`config.mk`:
```
export PLATFORM = sky130hd
export DESIGN_NAME = ram_dp_be
export DESIGN_NICKNAME = d
export VERILOG_FILES = /design/src/rtl/ram_dp_be.sv
export SDC_FILE = /design/constraint.sdc
export NUM_CORES = 1
export LEC_CHECK = 0
export BUFFER_PORTS_ARGS = -buffer_cell sky130_fd_sc_hd__buf_2
export CORE_UTILIZATION = 54
export DETAILED_ROUTE_END_ITERATION = 6
export PLACE_DENSITY = 0.74
export RECOVER_POWER = 25
export SLEW_MARGIN = 20
export SYNTH_ARGS = -nofsm -noshare
export SYNTH_HDL_FRONTEND = slang
export SYNTH_SLANG_ARGS = --single-unit
```
`constraint.sdc`:
```
create_clock -name clk -period 2.1 [get_ports clk]
set_input_delay 0.42 -clock clk [delete_from_list [all_inputs] [get_ports clk]]
set_output_delay 0.42 -clock clk [all_outputs]
set_load 0.01 [all_outputs]
```
`src/rtl/ram_dp_be.sv`:
```
// ram_dp_be: simple-dual-port RAM with byte-enable writes, 1/2-cycle registered reads,
// selectable read-during-write behaviour and a sequential zero-fill clear engine.
module ram_dp_be #(
    parameter int ADDR_WIDTH     = 4,
    parameter int DATA_WIDTH     = 8,
    parameter int RD_LATENCY     = 1,
    parameter int RDW_MODE       = 0,
    parameter int CLEAR_ON_RESET = 1
) (
    input  logic                    clk,
    input  logic                    rst_n,
    input  logic                    clear_req,
    output logic                    init_busy,
    input  logic                    wr_en,
    input  logic [ADDR_WIDTH-1:0]   wr_addr,
    input  logic [DATA_WIDTH-1:0]   wr_data,
    input  logic [DATA_WIDTH/8-1:0] wr_be,
    input  logic                    rd_en,
    input  logic [ADDR_WIDTH-1:0]   rd_addr,
    output logic [DATA_WIDTH-1:0]   rd_data,
    output logic                    rd_valid
);
    localparam int DEPTH = 2**ADDR_WIDTH;
    localparam int NB = DATA_WIDTH/8;
    typedef enum logic {IDLE, CLEAR} state_t;
    state_t state, state_nx;
    logic [ADDR_WIDTH-1:0] clr_cnt;
    logic [DATA_WIDTH-1:0] mem [DEPTH];
    logic [DATA_WIDTH-1:0] rd_word;
    logic wr_ok, rd_ok;
    assign init_busy = state == CLEAR;
    assign wr_ok = wr_en && !init_busy;
    assign rd_ok = rd_en && !init_busy;
    always_comb begin
        state_nx = (state == IDLE && clear_req) ? CLEAR : (state == CLEAR && &clr_cnt) ? IDLE : state;
    end
    always_ff @(posedge clk or negedge rst_n) begin
        if (!rst_n) begin
            state   <= (CLEAR_ON_RESET != 0) ? CLEAR : IDLE;
            clr_cnt <= '0;
        end else begin
            state   <= state_nx;
            clr_cnt <= init_busy ? clr_cnt + 1'b1 : '0;
        end
    end
    // The clear engine owns the array while busy; user writes are dropped then.
    always_ff @(posedge clk) begin
        if (init_busy)
            mem[clr_cnt] <= '0;
        else if (wr_en)
            for (int i = 0; i < NB; i++)
                if (wr_be[i]) mem[wr_addr][8*i +: 8] <= wr_data[8*i +: 8];
    end
    // New-data mode forwards the enabled write bytes onto a colliding read.
    always_comb begin
        rd_word = mem[rd_addr];
        for (int i = 0; i < NB; i++)
            if (RDW_MODE != 0 && wr_ok && wr_be[i] && wr_addr == rd_addr)
                rd_word[8*i +: 8] = wr_data[8*i +: 8];
    end
    if (RD_LATENCY == 1) begin : g_lat1
        always_ff @(posedge clk or negedge rst_n) begin
            if (!rst_n) begin
                rd_data  <= '0;
                rd_valid <= 1'b0;
            end else begin
                rd_valid <= rd_ok;
                if (rd_ok) rd_data <= rd_word;
            end
        end
    end else begin : g_lat2
        logic [DATA_WIDTH-1:0] pipe_data;
        logic                  pipe_vld;
        // Second stage drains regardless of busy so in-flight reads still complete.
        always_ff @(posedge clk or negedge rst_n) begin
            if (!rst_n) begin
                pipe_data <= '0;
                pipe_vld  <= 1'b0;
                rd_data   <= '0;
                rd_valid  <= 1'b0;
            end else begin
                pipe_vld <= rd_ok;
                if (rd_ok) pipe_data <= rd_word;
                rd_valid <= pipe_vld;
                if (pipe_vld) rd_data <= pipe_data;
            end
        end
    end
endmodule

```
# Word-level counts from Yosys, hierarchy flattened
# Memories as Yosys holds them, arrays and structs flattened. A register that Yosys moved wholly into a read port is not among the register bits.
# Cells that the tools add are included.
# op_classes
reduce_logical	8
n_mux	12
bitwise_logic	1
add_sub_neg	1
# op_table
operator	n
$mux 1	9
$mux 4	2
$mux 8	1
$reduce_or 8->1	1
$add 4x1->4 const B	1
$reduce_and 4->1	1
$logic_and 1x1->1	3
$logic_not 1->1	2
$reduce_bool 2->1	1
$not 1->1	1
# word_totals
memories	1
word_cells	26
ff_bits	6
out_inout_bits	10
input_bits	22
ram_bits	128
# mem_list
memory	depth	width	read_ports	rd_ports_with_merged_regs	wr	line	source
mem	16	8	1	1	1	28	logic [DATA_WIDTH-1:0] mem [DEPTH];

# Depth between registers and ports, before layout
# Gate-level depths: netlist (run 1).
# depth
ltp_word	6
depth_mapped	7

# Worst setup path before layout (run 1)
# No wires, ideal clock.
# synth_path
path_type	register -> register
startpoint	register state (netlist: init_busy)
endpoint	memory mem[1][0], enable pin
t_arrival_ns	1.647
path_slack_ns	0.083
setup_time_ns	0.370
stages_incl_launch_ff	7
required_time_ns	1.730
path_cell_list	dfstp_2 -> buf_6 -> and3b_1 -> buf_6 -> nor3b_2 -> a31oi_4 -> nor2_1
# synth_via
elab_chain_len	4
# synth_rtl
item	line	source
start, declared	26	state_t state, state_nx;
start signal, assigned	39	state <= (CLEAR_ON_RESET != 0) ? CLEAR : IDLE;
start signal, assigned	42	state <= state_nx;
$mux 1	48	if (init_busy)
$mux 1 (implied by the code)	52	if (wr_be[i]) mem[wr_addr][8*i +: 8] <= wr_data[8*i +: 8];
$reduce_or 8->1 (no line)	-	
$mux 4 (no line) / $mux 1 (equally long branches)	-	
end, declared	28	
# Several ways; a longest one is shown, not always the timed one.

# Final worst setup path (run 1)
# layout_path
startpoint	register state (netlist: init_busy)
endpoint	memory mem[12][5], enable pin
# Same word-level chain as after synthesis.

==> impl_metrics.tcl, run 1 <==
set metrics [dict create \
    ys_top_cells_by_area "edfxtp_1 66%, mux2i_1 11%, dfrtp_1 5.6%" \
    cp-endpoint "mem[12][5]$_DFFE_PP_" \
    grt_max_degree 23 \
    max_stage_delay_ns 0.53 \
    crit_path_end_kind "register" \
    layout-drive-gt1-share_pct 23.4 \
    diodes 0 \
    p_comb_share_pct 18.7 \
    worstPathRequired_ns 2.27 \
    ys_types 32 \
    die_w_um 106 \
    grt_pass1_wl_mm 18.8 \
    cp-start-kind "register" \
    reg2reg_slack_ns 0.02 \
    syn-num-nets 383 \
    tightest_slew_ns 0.837 \
    fin_crit_sh_pct 99.1 \
    drt-total-wl_mm 12.2 \
    drv_cap 0 \
    row_count 37 \
    clockRootBuffer "clkbuf_8" \
    viasPerCell 5.79 \
    startpoint "init_busy$_DFFE_PN1P_" \
    hold_violations 0 \
    rsz0062_at_grt "yes" \
    crit_buf_inv 1 \
    crit_slowest_cell "dfstp_2" \
    clk_pin_slew_ns 0.06 \
    grt_usage_pct 23.9 \
    synth_edf_count 128 \
    num-nets-final 446 \
    status "complete, no violations" \
    grt_pass1_vias 3323 \
    syn-cell-area_sq_um 5790 \
    avgSynthCellArea_sq_um 16.1 \
    core-area_sq_um 10400 \
    clockBufferDepth 2 \
    slew_violations 0 \
    areaGrowthSynthToFinish_pct 18.5 \
    drt_iter0_markers 236 \
    gp_congestion 0.860 \
    vias 3314 \
    ant_nets 0 \
    path_class "register to register" \
    fmax_mhz 481 \
    grt_remaining_overflow 0 \
    async_flop_share_pct 9.86 \
    hold_path.class "input port to register" \
    peakVddDrop_uv 868 \
    numClockSinks 142 \
    leakage_nw 2.58 \
    synth_ff_type "edfxtp_1" \
    die_h_um 106 \
    switchingPower_w 0.00241 \
    critPathArrivalTime_ns 2.25 \
    avgRoutedWirePerCell_um 21.4 \
    numCtsBuffers 17 \
    yosysMostFrequentCell "edfxtp_1" \
    drc 0 \
    timing.rr.start "init_busy$_DFFE_PN1P_" \
    start_util_pct 55.8 \
    critPathMaxFanout 9 \
    grt_antenna_before_repair 0 \
    finalInstanceArea_sq_um 6860 \
    power_density_nw_per_um2 1220 \
    pwr-share-seq_pct 47.2 \
    synth_top_area_share_pct 66.4 \
    cts_max_level 4 \
    crit_family "simple AND/OR/NAND/NOR gates" \
    fin_skew_ns 0.0101 \
    r2r-end "mem[12][5]$_DFFE_PP_" \
    io_pins 32 \
    crit_chain "and3b_1, buf_4, nor3_1, a31oi_1, nor2_2" \
    place_hpwl_mm 8.01 \
    fin_crit_ns 2.08 \
    cp_num_cells 5 \
    yosys.area.top_type "edfxtp_1" \
    cts_tree "done" \
    yosys_register_bits 142 \
    yosys_warnings 0 \
    setup_viol 0 \
    die_area_sq_um 11100 \
    syn_inst 360 \
    p_clk_share_pct 34.1 \
    yosys-top-cells-count "128 x edfxtp_1, 64 x mux2i_1, 25 x nand2_1" \
    place_area_sq_um 6240 \
    ys_seq_area_share_pct 72.5 \
    p_int_w 0.00593 \
    r2r_cells 5 \
    p_sw_share_pct 28.9 \
    clk_latency_ns 0.53 \
    relSlewSlack_pct 44.2 \
    final_util_pct 66.2 \
    firstDrtPassIters 5 \
    portBuffers 31 \
]
==> area by class of cell <==
cell class              count  area [sq um]
inverters                   5          18.8
fillers                   738          3510
clock inverters            15           150
multi-input cells         194          1490
repair buffers             63           425
clock buffers              17           414
flip-flops and latches    142          4200
well taps                 136           170
==> registers in the layout (all words and copies together) (netlist names) <==
signal / cells
mem: 128
init_busy: 1
clr_cnt: 4
rd_data: 8
rd_valid: 1
==> routing by layer <==
metal	vias up	track usage [%]	part of all wire (%)
met5	-	0	0
met4	0	16.0	4.2
met3	33	3.83	5.0
met2	130	39.0	52
met1	1636	29.8	39
li1	1515	-	-
==> cells in the final DEF, fill, tap and decap left out, types with 3 or more instances in the layout <==
master / instances
dfrtp_1: 13
nand2_1: 25
edfxtp_1: 128
buf_4: 29
nor2_1: 9
nor2_4: 5
mux2i_1: 64
inv_8: 3
clkbuf_16: 16
nand4_1: 8
nor2_2: 6
clkbuf_1: 10
buf_2: 20
buf_12: 3
and2_0: 3
and2_1: 10
nor2b_1: 4
inv_1: 5
a22oi_1: 24
inv_6: 6
nand3_1: 17
==> worst min path at each step <==
stage,startpoint,to,slack [ns],cells past startpoint
CTS,clear_req,init_busy$_DFFE_PN1P_,0.12,3
detailed placement,rst_n,clr_cnt[0]$_DFF_PN0_,0.34,1
global placement,rst_n,clr_cnt[0]$_DFF_PN0_,0.34,1
floorplan,rst_n,clr_cnt[0]$_DFF_PN0_,0.12,0
finish,clear_req,init_busy$_DFFE_PN1P_,0.13,3
global route,clear_req,init_busy$_DFFE_PN1P_,0.13,3
==> power by group through the flow <==
stage               clock, W  sequential [W]  combinational (W)
CTS                  0.00287         0.00394            0.00154
finish               0.00284         0.00394            0.00156
global route         0.00297         0.00399            0.00170
detailed placement         0         0.00400            0.00146
floorplan                  0         0.00397           0.000857
global placement           0         0.00397            0.00142
==> through the flow <==
| stage | cells | setup TNS, ns | hold WS, ns | setup slack [ns] | power, W |
|---|---|---|---|---|---|
| after floorplan | 360 | 0 | 0.124 | 0.0830 | 0.00483 |
| after global placement | 539 | -2.71 | 0.340 | -0.127 | 0.00539 |
| after detailed placement | 539 | -8.00 | 0.343 | -0.141 | 0.00545 |
| after CTS | 572 | 0 | 0.122 | 0.0397 | 0.00835 |
| after global routing | 572 | -2.31 | 0.128 | -0.0958 | 0.00866 |
| final | 572 | 0 | 0.131 | 0.0190 | 0.00834 |
==> worst min-delay path: stages <==
cell and delay [ns]:
buf_2 0.10, nor2_1 0.08, a41oi_1 0.06
==> cells by family (layout without fill, tap and decap cells) <==
family	count (synthesis)	count (layout)	synth area share [%]
and+or+nand+nor	94	94	8.13
xor gates and xnor gates	2	2	0.303
DFF	142	142	72.5
muxes	64	64	11.1
AOI/OAI and AO/OA	33	33	4.97
buffers and inverters	24	100	2.85
adders and majority gates	1	1	0.216
==> repair_timing <==
item                                    in CTS  in global routing
endpoints found under the setup margin      80                 78
hold buffers                                 1                  0
gates cloned                                 0                  0
gates resized for setup                     11                  6
hold endpoints to repair                    13                  0
buffers inserted                             0                  0
No activity file was read; power rests on OpenSTA's default activity.
==> inputs of run 2 (changes only) <==
CORE_ASPECT_RATIO = 0.8   (was not set)
==> impl_metrics.tcl, run 2 (synthesis gave the netlist of run 1 again) <==
set metrics [dict create \
    cts_max_level 4 \
    ant_nets 0 \
    start_util_pct 56.1 \
    seq_area_sq_um 4200 \
    die_h_um 94.6 \
    worstPathRequired_ns 2.22 \
    diodes 0 \
    portBuffers 31 \
    place_hpwl_mm 8.05 \
    numClockSinks 142 \
    crit_path_end_kind "register" \
    leakage_nw 2.56 \
    num-fill-cells 748 \
    switchingPower_w 0.00228 \
    r2r-end "mem[10][2]$_DFFE_PP_" \
    areaGrowthSynthToFinish_pct 17.6 \
    relSlewSlack_pct 28.7 \
    core-area_sq_um 10300 \
    status "complete, no violations" \
    final_util_pct 66.0 \
    cts_tree "done" \
    drc 0 \
    avgRoutedWirePerCell_um 21.1 \
    rsz0062_at_grt "no" \
    setup_viol 0 \
    p_int_w 0.00613 \
    power_density_nw_per_um2 1240 \
    grt_max_degree 25 \
    fin_skew_ns 0.00795 \
    grt_pass1_vias 3130 \
    num-nets-final 442 \
    grt_remaining_overflow 0 \
    worstHoldStart "clear_req" \
    p_clk_share_pct 35.3 \
    fmax_mhz 502 \
    grt_usage_pct 23.6 \
    grt_antenna_before_repair 0 \
    io_pins 32 \
    cp-start-kind "register" \
    startpoint "init_busy$_DFFE_PN1P_" \
    layout_commonest_cell "edfxtp_1" \
    fin_crit_ns 1.99 \
    r2r_cells 6 \
    clockBufferDepth 2 \
    hold_path.class "input port to register" \
    fin_ws_ns 0.109 \
    reg2reg_slack_ns 0.11 \
    numCtsBuffers 17 \
    multi_input_area_sq_um 1450 \
    peakVddDrop_uv 731 \
    largest_reg_flops 128 \
    clockRootBuffer "clkbuf_16" \
    layout-drive-gt1-share_pct 20.8 \
    gp_congestion 0.843 \
    slew_violations 0 \
    drv_cap 0 \
    row_count 33 \
    post-place-ws_ns -0.0362 \
    critPathArrivalTime_ns 2.11 \
    path_class "register to register" \
    vias 3323 \
    clk_latency_ns 0.42 \
    viasPerCell 5.81 \
    critPathMaxFanout 9 \
    die_area_sq_um 11100 \
    layout_common_cells "128 x edfxtp_1, 64 x mux2i_1, 25 x nand2_1" \
    clk_pin_slew_ns 0.06 \
    pwr-share-seq_pct 47.0 \
    holdPathEnd "init_busy$_DFFE_PN1P_" \
    p_comb_share_pct 17.7 \
    hold_violations 0 \
    grt_pass1_wl_mm 18.2 \
    drt-total-wl_mm 12.1 \
    post-cts-setup-buffer-count 0 \
    fin_crit_sh_pct 94.8 \
    top_register "mem" \
    die_w_um 118 \
    timing.rr.start "init_busy$_DFFE_PN1P_" \
    firstDrtPassIters 5 \
    reg.largest.list "mem (128), rd_data (8), clr_cnt (4)" \
    p_sw_share_pct 27.1 \
    drt_iter0_markers 453 \
    tightest_slew_ns 1.07 \
    hold_path_depth 3 \
]
run 2: cell types whose count changed in the layout (fill, tap and decap cells not counted), sizes merged:
cell / delta
clkbuf: +9
inv: -9
buf: -8
clkinvlp: +2
bufinv: +1
clkinv: +1
run 2: through the flow:
| step | power (W) | instance area, sq um | hold WS (ns) | setup TNS, ns | instances |
|---|---|---|---|---|---|
| 2_1_floorplan | 0.00483 | 5790 | 0.124 | 0 | 360 |
| 3_3_place_gp | 0.00543 | 6200 | 0.343 | -0.153 | 539 |
| 3_5_place_dp | 0.00548 | 6200 | 0.353 | -0.287 | 539 |
| 4_1_cts | 0.00844 | 6820 | 0.217 | -0.0242 | 572 |
| 5_1_grt | 0.00873 | 6810 | 0.228 | 0 | 572 |
| 6_report | 0.00841 | 6810 | 0.237 | 0 | 572 |
run 2: worst max path at each step:
stage	end	slack (ns)	depth (start not counted)
after CTS	mem[8][0]$_DFFE_PP_	-0.005	4
after global routing	mem[12][1]$_DFFE_PP_	0.001	4
final	mem[10][2]$_DFFE_PP_	0.11	6
after global placement	mem[4][7]$_DFFE_PP_	-0.02	4
after floorplan	mem[1][0]$_DFFE_PP_	0.08	6
after detailed placement	mem[4][7]$_DFFE_PP_	-0.04	5
run 2: area by class of cell:
class	count	area share [%]
inverter	5	0.276
sequential	142	61.6
clock buffer	22	7.11
tap	140	2.57
timing repair buffer	59	5.46
clock inverter	10	1.64
multi-input combinational	194	21.3
run 2: critical path: stages (launching register included):
cell	delay [ns]
dfstp_2	0.57
and3b_2	0.28
buf_4	0.17
nor3b_2	0.18
a31oi_2	0.11
nor2_1	0.17
buf_4	0.21
run 2: what timing repair did:
item                                   4_1_cts  5_1_grt
pin swaps                                    0        1
resized for setup                            3        4
hold buffers                                 1        0
endpoints found under the hold margin       13        0
setup endpoints to repair                   16       70
run 2: power groups by stage:
stage               logic (W)  clock network, W  registers [W]
finish                0.00149           0.00297        0.00396
global route          0.00161           0.00310        0.00401
CTS                   0.00150           0.00299        0.00395
detailed placement    0.00147                 0        0.00401
global placement      0.00144                 0        0.00399
floorplan            0.000857                 0        0.00397
run 2: layer usage:
layer / wire length, um / GRT usage, % / vias to the layer above
met2: 5350 / 33.3 / 143
met1: 5620 / 34.4 / 1663
met4: 191 / 11.3 / 0
met5: 0 / 0 / -
li1: - / - / 1498
met3: 921 / 5.92 / 19
